File: src/rtl/pipe_hazard_ctrl_if.sv
// Hazard-unit bundle: ID operand/destination info, branch and memory
// status in; pipeline enables, flushes, forward selects and stats out.
interface pipe_hazard_ctrl_if #(
  parameter int ADDR_W = 5,
  parameter int CNT_W  = 16
);
  logic              cpu_en;
  logic              id_valid;
  logic [ADDR_W-1:0] id_rs_addr;
  logic [ADDR_W-1:0] id_rt_addr;
  logic              id_uses_rs;
  logic              id_uses_rt;
  logic              id_wr_en;
  logic [ADDR_W-1:0] id_wr_addr;
  logic              id_is_load;
  logic              id_mem_req;
  logic              ex_branch_taken;
  logic              MIO_ready;
  logic              pc_en;
  logic              ifid_en;
  logic              ifid_flush;
  logic              idex_flush;
  logic [1:0]        fwd_a_sel;
  logic [1:0]        fwd_b_sel;
  logic              mem_wait;
  logic              timeout_err;
  logic [CNT_W-1:0]  stall_cnt;
  logic [CNT_W-1:0]  flush_cnt;
  logic [CNT_W-1:0]  wait_cnt;

  modport master (
    output cpu_en, id_valid, id_rs_addr, id_rt_addr,
    output id_uses_rs, id_uses_rt, id_wr_en, id_wr_addr,
    output id_is_load, id_mem_req, ex_branch_taken, MIO_ready,
    input  pc_en, ifid_en, ifid_flush, idex_flush,
    input  fwd_a_sel, fwd_b_sel, mem_wait, timeout_err,
    input  stall_cnt, flush_cnt, wait_cnt
  );

  modport slave (
    input  cpu_en, id_valid, id_rs_addr, id_rt_addr,
    input  id_uses_rs, id_uses_rt, id_wr_en, id_wr_addr,
    input  id_is_load, id_mem_req, ex_branch_taken, MIO_ready,
    output pc_en, ifid_en, ifid_flush, idex_flush,
    output fwd_a_sel, fwd_b_sel, mem_wait, timeout_err,
    output stall_cnt, flush_cnt, wait_cnt
  );
endinterface

File: src/rtl/pipe_hazard_ctrl.sv
// Hazard, forwarding and pipeline-control unit for a 5-stage pipe.
// Tracks EX/MEM/WB destinations, stalls, flushes and watches memory waits.
module pipe_hazard_ctrl #(
  parameter int ADDR_W      = 5,
  parameter int FORWARDING  = 1,
  parameter int MEM_TIMEOUT = 255,
  parameter int CNT_W       = 16
) (
  input logic               clk,
  input logic               rst,
  pipe_hazard_ctrl_if.slave hz
);
  localparam int WD_W =
    (MEM_TIMEOUT > 0) ? $clog2(MEM_TIMEOUT + 1) : 1;

  typedef struct packed {
    logic              v;
    logic              wr;
    logic [ADDR_W-1:0] addr;
    logic              ld;
    logic              mreq;
  } rec_t;

  rec_t ex_q, mem_q, wb_q;
  rec_t ex_d, mem_d, wb_d;
  logic [WD_W-1:0]  wd_q, wd_d;
  logic             terr_q, terr_d;
  logic [CNT_W-1:0] stall_q, stall_d;
  logic [CNT_W-1:0] flush_q, flush_d;
  logic [CNT_W-1:0] wait_q, wait_d;

  logic raw_wait, fire, mw, adv;
  logic stall, flush;
  logic ha_ex, hb_ex, ha_mem, hb_mem;
  logic unused_rec;

  assign unused_rec = ^{wb_q.ld, wb_q.mreq, mem_q.ld};

  function automatic logic hit(rec_t s,
                               logic [ADDR_W-1:0] r,
                               logic u);
    return s.v & s.wr & (s.addr == r) & (r != '0) & u;
  endfunction

  // A load still in EX has no result yet: select nothing rather than
  // fall through to an older, stale stage.
  function automatic logic [1:0] fsel(rec_t e, rec_t m,
                                      rec_t w,
                                      logic [ADDR_W-1:0] r,
                                      logic u);
    if (hit(e, r, u)) return e.ld ? 2'd0 : 2'd1;
    if (hit(m, r, u)) return 2'd2;
    if (hit(w, r, u)) return 2'd3;
    return 2'd0;
  endfunction

  function automatic logic [CNT_W-1:0] sat(
    logic [CNT_W-1:0] c, logic inc);
    return (inc && c != '1) ? c + CNT_W'(1) : c;
  endfunction

  always_comb begin
    raw_wait = mem_q.v & mem_q.mreq & ~hz.MIO_ready;
    fire     = (MEM_TIMEOUT != 0) && raw_wait &&
               (wd_q == WD_W'(MEM_TIMEOUT));
    mw       = raw_wait & ~fire;
    adv      = hz.cpu_en & ~mw;
    flush    = ex_q.v & hz.ex_branch_taken;

    ha_ex  = hit(ex_q, hz.id_rs_addr, hz.id_uses_rs);
    hb_ex  = hit(ex_q, hz.id_rt_addr, hz.id_uses_rt);
    ha_mem = hit(mem_q, hz.id_rs_addr, hz.id_uses_rs);
    hb_mem = hit(mem_q, hz.id_rt_addr, hz.id_uses_rt);
    if (FORWARDING != 0)
      stall = (ha_ex | hb_ex) & ex_q.ld;
    else
      stall = ha_ex | hb_ex | ha_mem | hb_mem;

    hz.pc_en      = 1'b0;
    hz.ifid_en    = 1'b0;
    hz.ifid_flush = 1'b0;
    hz.idex_flush = 1'b0;
    unique case (1'b1)
      !adv: ;
      adv && flush: begin
        hz.pc_en      = 1'b1;
        hz.ifid_en    = 1'b1;
        hz.ifid_flush = 1'b1;
        hz.idex_flush = 1'b1;
      end
      adv && !flush && stall:
        hz.idex_flush = 1'b1;
      adv && !flush && !stall: begin
        hz.pc_en   = 1'b1;
        hz.ifid_en = 1'b1;
      end
    endcase

    hz.fwd_a_sel = 2'd0;
    hz.fwd_b_sel = 2'd0;
    if (FORWARDING != 0) begin
      hz.fwd_a_sel = fsel(ex_q, mem_q, wb_q,
                          hz.id_rs_addr, hz.id_uses_rs);
      hz.fwd_b_sel = fsel(ex_q, mem_q, wb_q,
                          hz.id_rt_addr, hz.id_uses_rt);
    end
    hz.mem_wait = mw;

    ex_d  = ex_q;
    mem_d = mem_q;
    wb_d  = wb_q;
    if (adv) begin
      wb_d     = mem_q;
      mem_d    = ex_q;
      ex_d.v    = hz.id_valid & ~hz.idex_flush;
      ex_d.wr   = hz.id_wr_en;
      ex_d.addr = hz.id_wr_addr;
      ex_d.ld   = hz.id_is_load;
      ex_d.mreq = hz.id_mem_req;
    end

    wd_d = '0;
    if (mw)
      wd_d = (wd_q == WD_W'(MEM_TIMEOUT)) ?
             wd_q : wd_q + WD_W'(1);
    terr_d  = terr_q | fire;
    stall_d = sat(stall_q, adv & ~flush & stall);
    flush_d = sat(flush_q, adv & flush);
    wait_d  = sat(wait_q, hz.cpu_en & mw);
  end

  always_ff @(posedge clk or negedge rst) begin
    if (!rst) begin
      ex_q    <= '0;
      mem_q   <= '0;
      wb_q    <= '0;
      wd_q    <= '0;
      terr_q  <= 1'b0;
      stall_q <= '0;
      flush_q <= '0;
      wait_q  <= '0;
    end else begin
      ex_q    <= ex_d;
      mem_q   <= mem_d;
      wb_q    <= wb_d;
      wd_q    <= wd_d;
      terr_q  <= terr_d;
      stall_q <= stall_d;
      flush_q <= flush_d;
      wait_q  <= wait_d;
    end
  end

  assign hz.timeout_err = terr_q;
  assign hz.stall_cnt   = stall_q;
  assign hz.flush_cnt   = flush_q;
  assign hz.wait_cnt    = wait_q;
endmodule
File: src/flat_wrapper.sv
// flat-port wrapper written by rule: the top's interface ports become plain ports
module pipe_hazard_ctrl_flat 
#(
  parameter int ADDR_W      = 5,
  parameter int FORWARDING  = 1,
  parameter int MEM_TIMEOUT = 255,
  parameter int CNT_W       = 16
)
  (clk, rst, hz_cpu_en, hz_id_valid, hz_id_rs_addr, hz_id_rt_addr, hz_id_uses_rs, hz_id_uses_rt, hz_id_wr_en, hz_id_wr_addr, hz_id_is_load, hz_id_mem_req, hz_ex_branch_taken, hz_MIO_ready, hz_pc_en, hz_ifid_en, hz_ifid_flush, hz_idex_flush, hz_fwd_a_sel, hz_fwd_b_sel, hz_mem_wait, hz_timeout_err, hz_stall_cnt, hz_flush_cnt, hz_wait_cnt);
  pipe_hazard_ctrl_if #(.ADDR_W(ADDR_W), .CNT_W(CNT_W)) hz_i ();
  input logic clk;
  input logic rst;
  input wire logic [$bits(hz_i.cpu_en)-1:0] hz_cpu_en;
  input wire logic [$bits(hz_i.id_valid)-1:0] hz_id_valid;
  input wire logic [$bits(hz_i.id_rs_addr)-1:0] hz_id_rs_addr;
  input wire logic [$bits(hz_i.id_rt_addr)-1:0] hz_id_rt_addr;
  input wire logic [$bits(hz_i.id_uses_rs)-1:0] hz_id_uses_rs;
  input wire logic [$bits(hz_i.id_uses_rt)-1:0] hz_id_uses_rt;
  input wire logic [$bits(hz_i.id_wr_en)-1:0] hz_id_wr_en;
  input wire logic [$bits(hz_i.id_wr_addr)-1:0] hz_id_wr_addr;
  input wire logic [$bits(hz_i.id_is_load)-1:0] hz_id_is_load;
  input wire logic [$bits(hz_i.id_mem_req)-1:0] hz_id_mem_req;
  input wire logic [$bits(hz_i.ex_branch_taken)-1:0] hz_ex_branch_taken;
  input wire logic [$bits(hz_i.MIO_ready)-1:0] hz_MIO_ready;
  output wire logic [$bits(hz_i.pc_en)-1:0] hz_pc_en;
  output wire logic [$bits(hz_i.ifid_en)-1:0] hz_ifid_en;
  output wire logic [$bits(hz_i.ifid_flush)-1:0] hz_ifid_flush;
  output wire logic [$bits(hz_i.idex_flush)-1:0] hz_idex_flush;
  output wire logic [$bits(hz_i.fwd_a_sel)-1:0] hz_fwd_a_sel;
  output wire logic [$bits(hz_i.fwd_b_sel)-1:0] hz_fwd_b_sel;
  output wire logic [$bits(hz_i.mem_wait)-1:0] hz_mem_wait;
  output wire logic [$bits(hz_i.timeout_err)-1:0] hz_timeout_err;
  output wire logic [$bits(hz_i.stall_cnt)-1:0] hz_stall_cnt;
  output wire logic [$bits(hz_i.flush_cnt)-1:0] hz_flush_cnt;
  output wire logic [$bits(hz_i.wait_cnt)-1:0] hz_wait_cnt;
  assign hz_i.cpu_en = hz_cpu_en;
  assign hz_i.id_valid = hz_id_valid;
  assign hz_i.id_rs_addr = hz_id_rs_addr;
  assign hz_i.id_rt_addr = hz_id_rt_addr;
  assign hz_i.id_uses_rs = hz_id_uses_rs;
  assign hz_i.id_uses_rt = hz_id_uses_rt;
  assign hz_i.id_wr_en = hz_id_wr_en;
  assign hz_i.id_wr_addr = hz_id_wr_addr;
  assign hz_i.id_is_load = hz_id_is_load;
  assign hz_i.id_mem_req = hz_id_mem_req;
  assign hz_i.ex_branch_taken = hz_ex_branch_taken;
  assign hz_i.MIO_ready = hz_MIO_ready;
  assign hz_pc_en = hz_i.pc_en;
  assign hz_ifid_en = hz_i.ifid_en;
  assign hz_ifid_flush = hz_i.ifid_flush;
  assign hz_idex_flush = hz_i.idex_flush;
  assign hz_fwd_a_sel = hz_i.fwd_a_sel;
  assign hz_fwd_b_sel = hz_i.fwd_b_sel;
  assign hz_mem_wait = hz_i.mem_wait;
  assign hz_timeout_err = hz_i.timeout_err;
  assign hz_stall_cnt = hz_i.stall_cnt;
  assign hz_flush_cnt = hz_i.flush_cnt;
  assign hz_wait_cnt = hz_i.wait_cnt;
  pipe_hazard_ctrl #(.ADDR_W(ADDR_W), .FORWARDING(FORWARDING), .MEM_TIMEOUT(MEM_TIMEOUT), .CNT_W(CNT_W)) u_core (.clk(clk), .rst(rst), .hz(hz_i));
endmodule
File: config.mk
export PLATFORM = sky130hd
export DESIGN_NAME = pipe_hazard_ctrl_flat
export DESIGN_NICKNAME = d
export VERILOG_FILES = /design/src/rtl/pipe_hazard_ctrl_if.sv /design/src/rtl/pipe_hazard_ctrl.sv /design/src/flat_wrapper.sv
export SDC_FILE = /design/constraint.sdc
export NUM_CORES = 1
export LEC_CHECK = 0
export BUFFER_PORTS_ARGS = -buffer_cell sky130_fd_sc_hd__buf_4
export CAP_MARGIN = 20
export CORE_MARGIN = 2
export CORE_UTILIZATION = 55
export DETAILED_ROUTE_END_ITERATION = 16
export GPL_TIMING_DRIVEN = 0
export HOLD_SLACK_MARGIN = 0.06
export PLACE_DENSITY = 0.77
export SETUP_SLACK_MARGIN = 0.1
export SYNTH_ARGS = -nofsm -noshare
export SYNTH_HDL_FRONTEND = slang
export SYNTH_SLANG_ARGS = --single-unit
File: constraint.sdc
create_clock -name clk -period 2.94 [get_ports clk]
set_clock_uncertainty 0.1 [all_clocks]
set_input_delay 0.588 -clock clk [delete_from_list [all_inputs] [get_ports clk]]
set_output_delay 0.588 -clock clk [all_outputs]
set_load 0.02 [all_outputs]
### After elaboration in Yosys (flattened, before gate mapping)

Index checks and enable logic that the tools add are counted.

* output and inout port bits: 58
* word-level logic and storage cells: 115
* flip-flop bits (word level): 81
* input port bits: 26

* reduce and logical (&&, ||, !) cells: 14
* muxes and demuxes: 30
* eq/ne operators: 11
* bitwise gates (word level): 39
* $add $sub $neg: 4

Operators by type and width (number)
* adder 16 x 1 -> 16 bit (second input constant): 3
* != test 16 bit (second input constant): 3
* bitwise AND 1 bit: 32
* equality test 5 bit: 6
* 2-to-1 mux 2 bit: 12
* 2-to-1 mux 1 bit: 16
* 2-to-1 mux 8 bit: 2
* nonzero test 5 bit: 2
* adder 8 x 1 -> 8 bit (second input constant): 1
* equality test 8 bit (second input constant): 1
* logical AND 1 bit: 8
* NOT 1 bit: 5
* OR reduction 2 bit: 2
* zero test 1 bit: 2
* != test 2 bit (second input constant): 1
* OR 1 bit: 2

### Logic depth before layout (Yosys ltp)

Gate-level depths: netlist of run 1.

* depth after elaboration: 13
* mapped depth: 8
* gate-level depth less buffers: 8

### Worst setup path before layout of run 1

Ideal clock, no wire load.

* kind: in2out
* start point: input port hz_id_rs_addr[1]
* end point: output port hz_pc_en
* data required time: 2252 ps
* path buffers: 1
* setup slack: 52 ps
* stages on the path: 6
* arrival time: 2200 ps
* path through: or4_1 > o21ai_2 > or4_4 > a21oi_1 > a21oi_1 > buf_4

* longest elaborated chain between the ends: 10
* elaborated cells on any way between the ends: 11
* classes of those cells: eq/ne (1); mux (1); bitwise (5); reduce/logical (4)

Ends and longest elaborated chain
* start: declaration: RTL line flat_wrapper.sv:15 `input wire logic [$bits(hz_i.id_rs_addr)-1:0] hz_id_rs_addr;`
* equality test 5 bit: RTL line pipe_hazard_ctrl.sv:42 `return s.v & s.wr & (s.addr == r) & (r != '0) & u;`
* bitwise AND 1 bit: RTL line pipe_hazard_ctrl.sv:42
* bitwise AND 1 bit * (2 in series): RTL line pipe_hazard_ctrl.sv:42
* OR 1 bit *: RTL line pipe_hazard_ctrl.sv:75 `stall = (ha_ex | hb_ex) & ex_q.ld;`
* bitwise AND 1 bit *: RTL line pipe_hazard_ctrl.sv:75
* zero test 1 bit *: RTL line pipe_hazard_ctrl.sv:93 `adv && !flush && !stall: begin`
* logical AND 1 bit *: RTL line pipe_hazard_ctrl.sv:93
* OR reduction 2 bit (no source line) *
* 2-to-1 mux 1 bit *
* end: declaration: RTL line flat_wrapper.sv:25 `output wire logic [$bits(hz_i.pc_en)-1:0] hz_pc_en;`

Mark *: on every way between the ends. The rest lies on a longest branch, timed or not.

### Worst setup path in the final report of run 1

* start point: register u_core.ex_q[2] (netlist name)
* end point: output port hz_pc_en

* longest elaborated chain between the ends: 10
* elaborated cells on any way between the ends: 14
* classes of those cells: eq/ne (2); mux (1); bitwise (8); reduce/logical (3)

Ends and longest elaborated chain
* start: declaration: RTL line pipe_hazard_ctrl.sv:24 `rec_t ex_q, mem_q, wb_q;`
* start signal: assignment: RTL line pipe_hazard_ctrl.sv:134 `ex_q <= '0;`
* start signal: assignment: RTL line pipe_hazard_ctrl.sv:143 `ex_q <= ex_d;`
* equality test 5 bit: RTL line pipe_hazard_ctrl.sv:42
* bitwise AND 1 bit (3 in series): RTL line pipe_hazard_ctrl.sv:42
* OR 1 bit *: RTL line pipe_hazard_ctrl.sv:75
* bitwise AND 1 bit *: RTL line pipe_hazard_ctrl.sv:75
* zero test 1 bit *: RTL line pipe_hazard_ctrl.sv:93
* logical AND 1 bit *: RTL line pipe_hazard_ctrl.sv:93
* OR reduction 2 bit (no source line) *
* 2-to-1 mux 1 bit *: RTL line pipe_hazard_ctrl.sv:83 `unique case (1'b1)`

Marked as above.

==> results of run 1 <==
power groups by stage:
stage / Combinational, mW / Clock (mW) / Sequential (mW)
2_1_floorplan: 0.277 / 0 / 1.41
4_1_cts: 0.533 / 0.713 / 1.37
3_3_place_gp: 0.501 / 0 / 1.38
3_5_place_dp: 0.513 / 0 / 1.39
5_1_grt: 0.594 / 0.751 / 1.39
6_report: 0.538 / 0.689 / 1.37
timing repair:
action                     4_1_cts  5_1_grt
hold endpoints to repair         0        5
setup buffers                    7        0
pin swaps                        9        3
gates resized for setup          8        5
hold buffers                     0        1
setup endpoints to repair        3        5
synthesized netlist by cell type, drive strengths merged, types with 2 or more instances:
cell type  count
nand3         21
and4           7
nand3b         2
and3           9
or4            4
clkbuf         2
dfrtp         81
o21ai          7
a21oi          4
o21bai         2
nand4         25
mux2          15
ha             4
xnor2         58
nor3b          2
nor2          25
xor2          21
buf            6
nor4           4
nor3           8
nand2         57
and2           4
inv            6
cell type report:
cell class	count	area share, %
Tap cell	99	2.43
Sequential cell	81	39.8
Inverter	6	0.441
Multi-Input combinational cell	292	39.2
Timing Repair Buffer	91	13.9
Buffer	8	1.13
Clock buffer	10	2.50
Clock inverter	5	0.662
final timing paths:
| path | to |
|---|---|
| min in group asynchronous | u_core.wb_q[5] |
| setup / recovery | hz_pc_en |
| setup reg to reg | u_core.hz.wait_cnt[13] |
| hold reg to reg | u_core.mem_q[0] |
| hold / removal | u_core.ex_q[6] |
| max in group asynchronous | u_core.hz.timeout_err |
through the flow:
step	util, %	total power [mW]	hold slack, ns	instance area [um2]
CTS	70.0	2.62	0.310	5050
global placement	66.7	1.89	0.354	4810
floorplan	-	1.69	0.192	4070
detailed placement	66.7	1.90	0.360	4810
finish	70.8	2.60	0.326	5110
global route	70.8	2.74	0.326	5110
layer usage:
metal	vias to the layer above	global-route usage (%)
met3	15	6.12
met2	89	35.8
met1	1553	29.4
met4	0	9.87
li1	1554	-
met5	-	0
state kept, by name, summed over array words and instances (netlist names):
| name | flops |
|---|---|
| u_core.hz.flush_cnt | 16 |
| u_core.hz.wait_cnt | 16 |
| u_core.wd_q | 8 |
| u_core.mem_q | 8 |
| u_core.hz.timeout_err | 1 |
| u_core.wb_q | 7 |
| u_core.ex_q | 9 |
| u_core.hz.stall_cnt | 16 |
worst register-to-register path, cell delays in order (launching register included):
cell     delay (ns)
dfrtp_1        0.41
ha_1           0.24
and4_1         0.26
a41o_1         0.33
nor3b_2        0.35
and4_1         0.23
buf_2          0.18
nand4_1        0.13
xnor2_1        0.14
logic make-up after synthesis:
kind of cell             after synthesis
adder cells (fa/ha/maj)                4
flip-flops                            81
AND/OR/NAND/NOR                      171
XOR/XNOR                              79
AO/OA/AOI/OAI                         23
multiplexers                          15
buffers and inverters                 14
==> metrics.txt, run 1 <==
outcome complete, no violations; highest metal used met4; met2 WL post-DR 4.14 mm; # rows 31; CP max FO 4; post-DP HPWL 6.30 mm; Critical Path AT 2.15 ns; Crit. End Element output pin; top_reg_cell synth dfrtp_1; most common cell after layout, fill and taps aside buf_4; Post-synth EDFFs 0; Max stage delay on crit path 0.56 ns; RSZ-0062 raised after global routing yes; share of cells above drive strength 1 between 20 and 30%; metal3 WL 525 um; DIE AREA 0.00810 mm2; Sw Share 30.6%; max-cap viol count 0; worst path cell trace xnor2_1 > nand2_1 > or4_4 > a21oi_4 > a21oi_2 > buf_4 > buf_6; IO Pins 84; clk buf depth 2; dpl ws -0.112 ns; Seq/Total Area, Yosys 49.8%; Antenna diodes 0; adder-cell area share of the yosys netlist 1.23%; Setup TNS 0 ns; Seq pwr share 52.8%; Mapped Nets 417; CP Depth 7; Root Driver clkbuf_8; Final #Nets 519; # setup viols final 0; Pleak ~2.4 nW; Netlist cell types between 40 and 50; CP delay by family, top simple AND/OR/NAND/NOR gates; port bufs 82; Die Y ~90 um; WL/cell 14.9 um; Async S/R FF share, synth 100%; dpl cells approximately 570; final hold violation count 0; clk slew on worst S/H paths ~0.080 ns; CTS Buf Count 9; count of final max-slew check failures 0; clock power share a little over a quarter; Seq cells post-synth 81; largest net degree at the start of global routing between 80 and 90; period utilization 96.6%; Initial Utilization between 50% and 60%; net load switching power 0.795 mW; CTS tree done; worst hold path class input port to flip-flop; setup ws final 0.101 ns; syn avg cell area 10.5 um2; combinational share of power roughly 21%; core area 0.00721 mm2; first-pass GRT wire length 14.8 mm; largest family of logic cells by synthesized area simple AND/OR/NAND/NOR gates; Synth Area in Compound Gates 4.34%; main area contributors after synthesis dfrtp_1 (50%), xnor2_1 (12%), nand2_1 (5.3%); crit start category flip-flop; Max H-tree Level 3; via count approximately 3200; Post-Synth Simple-Gate Area a little over a fifth; area of the multi-input gates 0.00200 mm2; most frequent cells in the layout buf_4 (89), dfrtp_1 (77), nand2_1 (57), xnor2_1 (56); GR Overflow Total 0; Met1 Wirelength 3.98 mm; launch point of the worst reg-to-reg path u_core.wd_q[0]; number of global-route vias before repair approximately 3100; hold path depth 3; Slew @ Worst Pin 0.613 ns; Fill cells 588; fin crit period 2.84 ns; final wirelength 8.83 mm; post-synthesis mux area share 4.15%; xor and xnor area share after synthesis between 10% and 20%; initial antenna violation count 0; fin cells 592; Vias/cell 5.42; Worst Path Required 2.25 ns; Area growth syn-to-layout 25.5%; reg2reg path depth 8; flop2flop setup slack 0.47 ns; Int Power around 1.8 mW; Mapped Area 0.00407 mm2; CP Buf/Inv Count 2; slowest CP cell or4_4; GRT Total Usage ~23%; Hold Startpoint hz_id_wr_addr[4]; DR iter-0 viols 152; Synth Warn # 0; crit path kind flip-flop to output pin; Routed Antenna Nets 0; Rel. slew slack between 50% and 60%; Worst Setup SP u_core.ex_q[2]; Power per Cell Area 509 mW/mm2; Clock Latency Late Sink about 0.35 ns; fmax between 300 and 400 MHz; Mapped Cells 387; FF/Latch Area about 0.0020 mm2; drt pass-1 iters 4; gpl congestion 0.859; Horiz. Die Dim ~90 um; Synth top area share 49.8%; CTS sink count 81; maximum vdd drop a little over 0.0004 V; area leader, netlist dfrtp_1; drc violations 0
Note: power is estimated with default switching activity, not from simulation.
==> run 2: changes to the inputs <==
Clock period 2.94 ns to 2.7 ns, I/O delays scaled along.
==> run 2 against run 1 <==
Effect of this change:
- the flow now finishes with violations (setup timing)
- wire length increased by 2.6%
- register-to-register slack worse by 0.25 ns
- setup slack got worse by 0.18 ns
- cell count rose by 0.68%
- highest routed layer unchanged
==> metrics.txt, run 2 (synthesized netlist as in run 1, its figures left out) <==
largest net degree at the start of global routing 82 (unchanged); reg2reg path depth 8 (unchanged); post-DP HPWL 6.47 mm (was 6.30 mm); crit start category flip-flop (unchanged); CP Depth 7 (unchanged); DR iter-0 viols 151 (was 152); first-pass GRT wire length 15.0 mm (was 14.8 mm); Int Power 2.35 mW (was 1.81 mW); Slew @ Worst Pin 0.614 ns (was 0.613 ns); Setup TNS -0.137 ns (was 0 ns); port bufs 82 (unchanged); # setup viols final 3 (was 0); final hold violation count 0 (unchanged); Area growth syn-to-layout 29.3% (was 25.5%); Crit. End Element output pin (unchanged); dpl ws -0.262 ns (was -0.112 ns); Final #Nets 523 (was 519); Pleak 2.47 nW (was 2.40 nW); flop2flop setup slack 0.22 ns (was 0.47 ns); CP max FO 4 (unchanged); drt pass-1 iters 4 (unchanged); core area 0.00721 mm2 (unchanged); outcome finished with violations (was complete, no violations); combinational share of power 18.6% (was 20.7%); crit path kind flip-flop to output pin (unchanged); gpl congestion 0.870 (was 0.859); hold_ws 0.278 ns (was 0.326 ns); RSZ-0062 raised after global routing yes (unchanged); DIE AREA 0.00810 mm2 (unchanged); worst path cell trace xnor2_1 > nand2_1 > or4_4 > a21oi_4 > a21oi_4 > buf_6 > buf_6 (was xnor2_1 > nand2_1 > or4_4 > a21oi_4 > a21oi_2 > buf_4 > buf_6); CTS Buf Count 9 (unchanged); count of final max-slew check failures 0 (unchanged); CTS sink count 81 (unchanged); clock power share 35.2% (was 26.5%); Critical Path AT 2.14 ns (was 2.15 ns); WL/cell 15.2 um (was 14.9 um); Die Y 90 um (unchanged); Rel. slew slack 58.4% (was 58.5%); fin util 72.9% (was 70.8%); Seq pwr share 46.2% (was 52.8%); Initial Utilization 56.4% (unchanged); # rows 31 (unchanged); net load switching power 0.876 mW (was 0.795 mW); period utilization 103%; maximum vdd drop 0.000458 V (was 0.000410 V); Vias/cell 5.44 (was 5.42); worst hold path class input port to flip-flop (unchanged); CP Buf/Inv Count 2 (unchanged); Antenna diodes 0 (unchanged); failing checks setup timing; Root Driver clkbuf_8 (unchanged); share of cells above drive strength 1 29.0% (was 28.6%); drc violations 0 (unchanged); clk slew on worst S/H paths 0.09 ns (was 0.08 ns); Max stage delay on crit path 0.58 ns (was 0.56 ns); IO Pins 84 (unchanged); CTS tree done (unchanged); setup ws final -0.0777 ns (was 0.101 ns); clk buf depth 2 (unchanged); max-cap viol count 0 (unchanged); GRT Total Usage 23.1% (was 22.6%); fin cells 596 (was 592); fin crit period 2.78 ns; GR Overflow Total 0 (unchanged); via count 3240 (was 3211); Worst Path Required 2.06 ns (was 2.25 ns); Sw Share 27.2% (was 30.6%); slowest CP cell or4_4 (unchanged); number of global-route vias before repair 3168 (was 3069); dpl cells 568 (unchanged); most common cell after layout, fill and taps aside buf_4 (unchanged); Routed Antenna Nets 0 (unchanged); Max H-tree Level 3 (unchanged); Horiz. Die Dim 90 um (unchanged); Power per Cell Area 613 mW/mm2 (was 509 mW/mm2); most frequent cells in the layout buf_4 (89), dfrtp_1 (79), xnor2_1 (58), nand2_1 (57) (was buf_4 (89), dfrtp_1 (77), nand2_1 (57), xnor2_1 (56)); CP delay by family, top simple AND/OR/NAND/NOR gates (unchanged); Clock Latency Late Sink 0.35 ns (about the same); hold path depth 3 (unchanged); initial antenna violation count 0 (unchanged); final wirelength 9.06 mm (was 8.83 mm); fmax about 360 MHz
## run 2: cell count changes in the layout (fill, tap and decap cells not counted), sizes merged
cell,delta
clkinvlp,-2
clkinv,-2
bufinv,+4
buf,+4
## run 2: timing repair
action                                  CTS  global route
hold buffers                              0             1
hold endpoints to repair                  0             6
gates resized for setup                  13             6
endpoints found under the setup margin    7            14
buffers inserted                          9             2
pin swaps                                11             8
cloned                                    0             0
## run 2: routing by layer
layer | up-vias | GRT usage, % | share of wire [%]
li1 | 1559 | - | -
met1 | 1594 | 30.1 | 44
met2 | 77 | 36.8 | 49
met3 | 10 | 5.95 | 5.0
met4 | 0 | 9.62 | 1.4
met5 | - | 0 | 0
## run 2: worst paths after layout
kind / from / to
max: u_core.ex_q[2] / hz_pc_en
min: hz_id_wr_addr[4] / u_core.ex_q[6]
max reg2reg: u_core.ex_q[2] / u_core.hz.stall_cnt[3]
min reg2reg: u_core.wd_q[0] / u_core.wd_q[0]
max in group asynchronous: rst / u_core.mem_q[2]
min in group asynchronous: rst / u_core.ex_q[3]
## run 2: layout make-up
| class | instances | area [um2] |
|---|---|---|
| plain buffers | 8 | 61.3 |
| inverters | 6 | 22.5 |
| clock buffers | 10 | 128 |
| well taps | 99 | 124 |
| fillers | 528 | 1960 |
| clock inverters | 5 | 129 |
| repair buffers | 95 | 751 |
| multi-input cells | 292 | 2010 |
| flip-flops and latches | 81 | 2030 |
## run 2: through the flow
| step | instance area (um2) | total power, mW |
|---|---|---|
| 2_1_floorplan | 4080 | 1.84 |
| 3_3_place_gp | 4820 | 2.05 |
| 3_5_place_dp | 4820 | 2.08 |
| 4_1_cts | 5180 | 3.23 |
| 5_1_grt | 5260 | 3.37 |
| 6_report | 5260 | 3.22 |
## run 2: worst reg2reg max path, stage by stage (launching register included)
cell and delay, ns:
dfrtp_2 0.45, xnor2_1 0.14, nand2_1 0.08, or4_4 0.56
buf_6 0.15, buf_4 0.14, a211oi_4 0.41, and3_1 0.24
xor2_1 0.14
## run 2: power by group through the flow
stage / sequential (mW) / clock [mW] / combinational (mW)
2_1_floorplan: 1.54 / 0 / 0.303
3_3_place_gp: 1.50 / 0 / 0.550
3_5_place_dp: 1.51 / 0 / 0.569
4_1_cts: 1.49 / 1.15 / 0.591
5_1_grt: 1.51 / 1.21 / 0.650
6_report: 1.49 / 1.14 / 0.599
==> run 3: changes to the inputs <==
Settings changed: REMOVE_ABC_BUFFERS set to 1.
==> run 3 against run 2 <==
Effect of this change:
- the run still ends with setup timing left
- setup slack worse by 0.022 ns
- power down 6.6%
- die area unchanged
- via count up 0.37%
- cell count down 1.0%
- flip-flop and latch count unchanged
- first-iteration DRC count up 24%
- maximum frequency down 0.79%
- highest routed layer unchanged
- final area down 1.3%
- combinational power down 2%
- clock power down 18%
- largest cell class is now multi-input gates
- worst hold slack worse by 0.0020 ns
==> metrics.txt, run 3 (synthesized netlist as in run 1, its figures left out) <==
outcome finished with violations (unchanged); failing checks setup timing (unchanged); Fill cells 559 (was 528); final hold violation count 0 (unchanged); post-DP HPWL 6.13 mm (was 6.47 mm); Setup TNS -0.235 ns (was -0.137 ns); DP Area 0.00476 mm2 (was 0.00482 mm2); dpl cells 561 (was 568); Max H-tree Level 3 (unchanged); gpl congestion 0.914 (was 0.870); most common cell after layout, fill and taps aside buf_4 (unchanged); via count 3252 (was 3240); Vias/cell 5.51 (was 5.44); max-cap viol count 0 (unchanged); FF/Latch Area 0.00203 mm2 (about the same); worst hold path class input port to flip-flop (unchanged); Die Y 90 um (unchanged); most frequent cells in the layout buf_4 (89), dfrtp_1 (80), nand2_1 (57), xnor2_1 (56), nand4_1 (25) (was buf_4 (89), dfrtp_1 (79), xnor2_1 (58), nand2_1 (57)); clock power share 31.0% (was 35.2%); count of final max-slew check failures 0 (unchanged); net load switching power 0.892 mW (was 0.876 mW); CTS tree done (unchanged); clk buf depth 2 (unchanged); crit start category flip-flop (unchanged); Antenna diodes 0 (unchanged); Sw Share 29.6% (was 27.2%); Final Power 3.01 mW (was 3.22 mW); WL/cell 15.0 um (was 15.2 um); first-pass GRT wire length 15.1 mm (was 15.0 mm); combinational share of power 19.6% (was 18.6%); Crit. End Element output pin (unchanged); CTS sink count 81 (unchanged); initial antenna violation count 0 (unchanged); Clock Latency Late Sink 0.35 ns (about the same); post-route cell area 0.00519 mm2 (was 0.00526 mm2); Final #Nets 516 (was 523); GRT Total Usage 22.9% (was 23.1%); drt pass-1 iters 4 (unchanged); Slew @ Worst Pin 0.683 ns (was 0.614 ns); IO Pins 84 (unchanged); DR iter-0 viols 187 (was 151); Critical Path AT 2.16 ns (was 2.14 ns); CTS Buf Count 9 (unchanged); port bufs 83 (was 82); hold path depth 3 (unchanged); Worst Path Required 2.06 ns (about the same); final wirelength 8.88 mm (was 9.06 mm); # setup viols final 4 (was 3); period utilization 104% (was 103%); setup ws final -0.0999 ns (was -0.0777 ns); Rel. slew slack 53.7% (was 58.4%); DIE AREA 0.00810 mm2 (unchanged); core area 0.00721 mm2 (unchanged); Initial Utilization 56.4% (unchanged); maximum vdd drop 0.000323 V (was 0.000458 V); fmax 357 MHz (was 360 MHz); reg2reg path depth 8 (unchanged); crit path kind flip-flop to output pin (unchanged); hold_ws 0.276 ns (was 0.278 ns); RSZ-0062 raised after global routing yes (unchanged); Seq pwr share 49.4% (was 46.2%); GR Overflow Total 0 (unchanged); fin crit period 2.80 ns (was 2.78 ns); number of global-route vias before repair 3236 (was 3168); area of the multi-input gates 0.00204 mm2 (was 0.00201 mm2); drc violations 0 (unchanged); clk slew on worst S/H paths 0.08 ns (was 0.09 ns); Int Power 2.12 mW (was 2.35 mW); Pleak 2.43 nW (was 2.47 nW); Root Driver clkbuf_8 (unchanged); share of cells above drive strength 1 29.9% (was 29.0%); Area growth syn-to-layout 27.6% (was 29.3%); Routed Antenna Nets 0 (unchanged); Horiz. Die Dim 90 um (unchanged); CP max FO 4 (unchanged); Power per Cell Area 580 mW/mm2 (was 613 mW/mm2); fin cells 590 (was 596); largest net degree at the start of global routing 82 (unchanged); # rows 31 (unchanged)
==> run 3: path summary, 6_finish.rpt <==
check                                          endpoint        startpoint  slack [ns]
min in group asynchronous                u_core.wb_q[5]               rst        0.45
max in group asynchronous        u_core.hz.wait_cnt[15]               rst        1.50
worst min register to register           u_core.wd_q[0]    u_core.wd_q[0]        0.38
worst max register to register  u_core.hz.stall_cnt[12]    u_core.wd_q[0]        0.19
worst max-delay path                      hz_idex_flush    u_core.ex_q[5]        -0.1
worst min-delay path                     u_core.ex_q[2]  hz_id_wr_addr[0]        0.28
==> run 3: final cells by class <==
type	instances	area share (%)
Timing Repair Buffer	96	14.8
Sequential cell	81	39.1
Inverter	6	0.434
Multi-Input combinational cell	292	39.3
Tap cell	99	2.39
Clock buffer	11	2.92
Clock inverter	5	1.16
==> run 3: worst max-delay path, cell delays in order, from the launching register on <==
cell     delay, ns
dfrtp_2       0.45
xnor2_1       0.18
nand2_1       0.11
or4_4         0.53
a21oi_4       0.19
nor2_1        0.06
nor2_1        0.12
buf_4         0.16
==> run 3: layer usage <==
layer | vias to the layer above | routed length [um] | part of all wire (%) | GRT usage, %
met5 | - | 0 | 0 | 0
met1 | 1597 | 3830 | 43 | 30.3
met3 | 13 | 576 | 6.5 | 5.70
met2 | 101 | 4320 | 49 | 36.1
li1 | 1541 | - | - | -
met4 | 0 | 153 | 1.7 | 10.1
==> run 3: metrics by stage <==
step           setup WS, ns  utilization (%)
3_3_place_gp         -0.408             66.0
3_5_place_dp         -0.457             66.0
4_1_cts             -0.0863             70.6
5_1_grt              -0.171             72.0
6_report            -0.0999             72.0
2_1_floorplan        -0.105                -
==> run 3: power groups by stage <==
stage          Clock (mW)  Sequential (mW)  Combinational (mW)
2_1_floorplan           0             1.54               0.292
3_3_place_gp            0             1.50               0.539
3_5_place_dp            0             1.51               0.553
4_1_cts             0.959             1.48               0.578
5_1_grt              1.02             1.51               0.649
6_report            0.935             1.49               0.589
==> run 3: repair_timing <==
item | in CTS | in global routing
hold buffers | 0 | 1
pin swaps | 7 | 4
endpoints found under the setup margin | 37 | 33
buffers inserted | 7 | 4
resized for setup | 18 | 9
endpoints found under the hold margin | 0 | 6
